$ cat config.mk
export PLATFORM = sky130hd
export DESIGN_NAME = lsu_bus_ctrl
export DESIGN_NICKNAME = d
export VERILOG_FILES = /design/src/rtl/lsu_bus_ctrl.sv
export SDC_FILE = /design/constraint.sdc
export NUM_CORES = 1
export LEC_CHECK = 0
export BUFFER_PORTS_ARGS = -buffer_cell sky130_fd_sc_hd__buf_2
export CAP_MARGIN = 10
export CORE_MARGIN = 4
export CORE_UTILIZATION = 53
export DETAILED_ROUTE_END_ITERATION = 10
export PLACE_DENSITY_LB_ADDON = 0.2
export SYNTH_ARGS = -nofsm -noshare
export SYNTH_HDL_FRONTEND = slang
export SYNTH_SLANG_ARGS = --single-unit
$ cat constraint.sdc
create_clock -name CLK -period 4.24 [get_ports CLK]
set_input_delay 0.636 -clock CLK [delete_from_list [all_inputs] [get_ports CLK]]
set_output_delay 0.636 -clock CLK [all_outputs]
set_load 0.01 [all_outputs]
$ cat src/rtl/lsu_bus_ctrl.sv
// Load/store bus controller: decodes a region from addr[31:24], runs a req/ack
// handshake with the selected slave, and aligns/extends data with fault reporting.
module lsu_bus_ctrl #(
  parameter int NUM_REGIONS = 3,
  parameter int ADDR_W      = 24,
  parameter int TIMEOUT     = 15,
  parameter int TO_W        = 4
) (
  input  logic                          CLK,
  input  logic                          reset_n,
  input  logic                          req,
  input  logic [31:0]                   addr,
  input  logic [31:0]                   wdata,
  input  logic [2:0]                    size,
  input  logic                          wr,
  output logic                          busy,
  output logic                          ack,
  output logic [31:0]                   rdata,
  output logic                          exception,
  output logic [1:0]                    exc_cause,
  output logic [NUM_REGIONS-1:0]        slv_sel,
  output logic                          slv_wr,
  output logic [ADDR_W-1:0]             slv_addr,
  output logic [3:0]                    slv_be,
  output logic [31:0]                   slv_wdata,
  input  logic [32*NUM_REGIONS-1:0]     slv_rdata,
  input  logic [NUM_REGIONS-1:0]        slv_ready
);

  typedef enum logic [1:0] {S_IDLE, S_ACCESS, S_RESP} state_t;

  state_t                   r_state, w_next;
  logic [31:0]              r_addr, r_wdata, r_rdata;
  logic [2:0]               r_size;
  logic                     r_wr;
  logic [TO_W-1:0]          r_cnt;
  logic [1:0]               r_cause;

  logic                     w_misal, w_unmap, w_rdy, w_timeout;
  logic [NUM_REGIONS-1:0]   w_sel;
  logic [31:0]              w_rword, w_lane, w_ext, w_wdrep;
  logic [3:0]               w_be;
  logic [1:0]               w_off;

  // Fault checks use the live request so a bad access never reaches a slave.
  always_comb begin
    w_misal = 1'b0;
    case (size)
      3'b000, 3'b100: w_misal = 1'b0;
      3'b001, 3'b101: w_misal = addr[0];
      3'b010:         w_misal = |addr[1:0];
      default:        w_misal = 1'b1;
    endcase
    w_unmap = (addr[31:24] >= 8'(NUM_REGIONS));
  end

  always_comb begin
    w_sel   = '0;
    w_rdy   = 1'b0;
    w_rword = '0;
    for (int i = 0; i < NUM_REGIONS; i++) begin
      if (r_addr[31:24] == 8'(i)) begin
        w_sel[i] = 1'b1;
        w_rdy    = slv_ready[i];
        w_rword  = slv_rdata[32*i +: 32];
      end
    end
  end

  assign w_off  = r_addr[1:0];
  assign w_lane = w_rword >> {w_off, 3'b000};

  always_comb begin
    w_be    = 4'b1111;
    w_wdrep = r_wdata;
    w_ext   = w_lane;
    case (r_size[1:0])
      2'b00: begin
        w_be    = 4'b0001 << w_off;
        w_wdrep = {4{r_wdata[7:0]}};
      end
      2'b01: begin
        w_be    = 4'b0011 << w_off;
        w_wdrep = {2{r_wdata[15:0]}};
      end
      default: ;
    endcase
    case (r_size)
      3'b000:  w_ext = {{24{w_lane[7]}}, w_lane[7:0]};
      3'b100:  w_ext = {24'h0, w_lane[7:0]};
      3'b001:  w_ext = {{16{w_lane[15]}}, w_lane[15:0]};
      3'b101:  w_ext = {16'h0, w_lane[15:0]};
      default: w_ext = w_lane;
    endcase
  end

  always_ff @(posedge CLK or negedge reset_n) begin
    if (!reset_n) r_state <= S_IDLE;
    else          r_state <= w_next;
  end

  // Slave strobes exist only in ACCESS, so reset or a fault can never leave them up.
  always_comb begin
    w_next    = r_state;
    busy      = 1'b0;
    ack       = 1'b0;
    slv_sel   = '0;
    slv_wr    = 1'b0;
    slv_be    = '0;
    slv_wdata = '0;
    w_timeout = (r_cnt == TO_W'(TIMEOUT));
    case (r_state)
      S_IDLE: begin
        if (req) w_next = (w_misal || w_unmap) ? S_RESP : S_ACCESS;
      end
      S_ACCESS: begin
        busy      = 1'b1;
        slv_sel   = w_sel;
        slv_wr    = r_wr;
        slv_be    = w_be;
        slv_wdata = w_wdrep;
        if (w_rdy || w_timeout) w_next = S_RESP;
      end
      S_RESP: begin
        busy   = 1'b1;
        ack    = 1'b1;
        w_next = S_IDLE;
      end
      default: w_next = S_IDLE;
    endcase
  end

  always_ff @(posedge CLK or negedge reset_n) begin
    if (!reset_n) begin
      r_addr  <= '0;
      r_wdata <= '0;
      r_size  <= '0;
      r_wr    <= 1'b0;
      r_cnt   <= '0;
      r_cause <= '0;
      r_rdata <= '0;
    end else begin
      case (r_state)
        S_IDLE: begin
          if (req) begin
            r_addr  <= addr;
            r_wdata <= wdata;
            r_size  <= size;
            r_wr    <= wr;
            r_cnt   <= '0;
            if (w_misal) begin
              r_cause <= 2'd1;
              r_rdata <= '0;
            end else if (w_unmap) begin
              r_cause <= 2'd2;
              r_rdata <= '0;
            end
          end
        end
        S_ACCESS: begin
          if (w_rdy) begin
            r_cause <= 2'd0;
            r_rdata <= r_wr ? 32'h0 : w_ext;
          end else if (w_timeout) begin
            r_cause <= 2'd3;
            r_rdata <= '0;
          end else begin
            r_cnt <= r_cnt + 1'b1;
          end
        end
        default: ;
      endcase
    end
  end

  assign exception = ack && (r_cause != 2'd0);
  assign exc_cause = r_cause;
  assign rdata     = r_rdata;
  assign slv_addr  = {r_addr[ADDR_W-1:2], 2'b00};

endmodule

==> metrics <==
TritonCTS clock tree done; CTS H-tree lvls 3; cts-stage hold buffer count 0; largest net degree at the start of global routing 76; GPL Wtd Cong 0.957; Via density 6.00; Leak 3.94 nW; fin nets 1034; max-cap violations 0; Internal Power 0.00275 W; initial antenna violation count 1; hold_ws 0.410 ns; Antenna Nets Post-Route 0; sw power 0.00196 W; Die Y 119 um; Crit. End Element register; All-Layer GR Usage 29.2%; # rows 40; gr ovfl total 0; total setup buffers inserted after CTS 0; Syn Inst Count 644; Seq/Total Area, Yosys 41.8%; drt drc 0; clock slew seen by the registers of the worst setup and hold paths 0.08 ns; Clk pwr share 16.8%; final worst-path cycle share 77.6%; Fillers 1018; hpwl dp 16300 um; Layout Skew 0.0108 ns; core area 12000 um2; mean post-synth cell area 10.0 um2; number of global-route vias before repair 6176; Cell variety after synth 65; Skew-Pair Late Insertion Delay 0.35 ns; synth warn 0; Slew HR 22.6%; drt initial violations 387; final hold vios 0; Combinational Power Share 46.2%; Synth Cell Area 6470 um2; Final WS setup 0.951 ns; Initial Utilization 54.1%; critical path launch point r_state[1]$_DFFE_PN0P_; sequential share of power 37.0%; Synth Flop Type dfrtp_1; Non-Filler Instances 1011; share of post-route cells with drive strength above 1 46.1%; reg-to-reg startpoint r_state[1]$_DFFE_PN0P_; switch share 41.5%; Antenna Cells 0; Num CTS Buffers 9; vias 6066; Syn-to-layout area delta 23.1%; power per cell area 591 nW/um2; Placed Area 7690 um2; Die Footprint 14000 um2; FF+latch count, synth 108; f_max 304 MHz; final slew viol count 0; EDFF count, synth 0; RSZ-0062 raised after global routing no; CTS-repair resized insts 0; critical path fanouts, max 34; post-route cell area 7970 um2; WP data arrival 3.51 ns; Die Width 119 um; crit path kind register to register; Fin Setup TNS 0 ns; Final Critical Period 3.29 ns; mean routed wirelength per cell 20.7 um; CTS max path bufs 2; Setup WS pre-CTS 1.01 ns; clk sinks 108; input/output buffers 268; Hold WC Path Type input port to asynchronous set/reset pin; Critical Path Start Type register; drt pass-1 iters 5; worst slew pin tran 1.16 ns; final WL 21000 um; Required @ worst endpoint 4.46 ns; boundary pin count 271; asr flop ratio synth 100%; peak supply drop 358 uV; status complete, no violations; clock tree root buffer cell clkbuf_16; endpoints failing setup 0; placed cell count 996; first-pass GRT wire length 32700 um
-- state kept, by name, summed over array words and instances, names as in the netlist --
register	flops
exc_cause	2
r_addr	32
r_cnt	4
r_size	3
r_state	2
r_wdata	32
r_wr	1
rdata	32
-- worst max-delay path: stages (launching register included) --
cell      delay [ns]
dfrtp_1         0.40
inv_1           0.09
ha_1            0.54
clkinv_1        0.14
buf_4           0.28
o22ai_1         0.37
nand2_1         0.75
a221o_1         0.59
-- cells by family after synthesis --
kind of cell             after synthesis  synth area share [%]
XOR/XNOR                               1                 0.135
AO/OA/AOI/OAI                        176                  21.0
flip-flops                           108                  41.8
AND/OR/NAND/NOR                      153                  11.8
adder cells (fa/ha/maj)                4                 0.773
other                                  1                0.0579
buffers and inverters                100                  7.42
multiplexers                         101                  17.1
-- final timing paths --
path,cells after the start,slack [ns],to
min in group CLK,1,0.49,rdata[17]$_DFFE_PN0P_
max reg2reg,7,0.95,rdata[26]$_DFFE_PN0P_
max in group asynchronous,2,2.80,r_wdata[16]$_DFFE_PN0P_
min reg2reg,1,0.49,rdata[17]$_DFFE_PN0P_
max,7,0.95,rdata[26]$_DFFE_PN0P_
min,1,0.41,rdata[6]$_DFFE_PN0P_
-- area by class of cell --
| cell class | instances | area [um2] | area share (%) |
|---|---|---|---|
| inverter | 28 | 105 | 1.32 |
| tap | 147 | 184 | 2.31 |
| timing repair buffer | 276 | 1400 | 17.6 |
| sequential | 108 | 2700 | 33.9 |
| multi-input combinational | 437 | 3290 | 41.4 |
| clock inverter | 6 | 50.0 | 0.628 |
| clock buffer | 9 | 225 | 2.83 |
-- layout by cell type (no fill, tap or decap), drive strengths merged, types with 7 or more instances in the layout --
master  Yosys  layout
a21oi      31      31
a221o       9       9
a221oi     12      12
a22o       13      13
a32o        7       7
and2        9       9
buf        41     276
clkbuf     31       9
dfrtp     108     108
inv        27      28
mux2       76      76
mux2i      25      25
nand2      54      54
nor2       39      39
nor3       14      14
o21ai      36      36
o221a      14      14
o221ai     21      21
-- layer usage --
layer	vias to the layer above	wire length, um	global-route usage, %	part of all wire [%]
met4	2	688	11.7	3.3
met5	-	13	0	0.062
li1	2802	-	-	-
met3	48	1660	7.46	7.9
met2	300	10400	50.1	50
met1	2914	8160	35.1	39
-- per-stage QoR --
step / power (W) / utilization (%)
floorplan: 0.00335 / -
global placement: 0.00385 / 64.3
detailed placement: 0.00391 / 64.3
CTS: 0.00470 / 66.6
global route: 0.00500 / 66.6
finish: 0.00471 / 66.6
-- synthesized netlist by cell type (all sizes together) (2+ instances only) --
cell     number  area (um2)
a21oi        31         155
inv          27         101
o2111ai       4        35.0
ha            4        50.1
nor2b         4        25.0
nor4          5        46.3
buf          41         259
a22o         13         114
mux2         76         856
nand3         6        30.0
or3           2        17.5
o221a        14         158
a221oi       12         105
o211a         2        20.0
o211ai        2        20.0
and2          9        56.3
dfrtp       108        2700
a221o         9        90.1
a311oi        4        35.0
nor2         39         146
clkbuf       31         116
and3          3        18.8
or2           3        21.3
nor3         14        75.1
mux2i        25         250
nor3b         4        41.3
a32o          7        70.1
o2bb2ai       2        17.5
o31ai         2        15.0
o21ai        36         180
nand2b        5        31.3
a31o          3        26.3
o22ai         3        18.8
a31oi         2        12.5
nand2        54         205
o221ai       21         184
-- power by group through the flow --
stage	combinational [W]	sequential (W)	clock, W
2_1_floorplan	0.00178	0.00157	0
3_3_place_gp	0.00212	0.00173	0
3_5_place_dp	0.00216	0.00175	0
4_1_cts	0.00217	0.00173	0.000800
5_1_grt	0.00237	0.00179	0.000839
6_report	0.00218	0.00174	0.000792
Power figures use the tool's default switching activity.
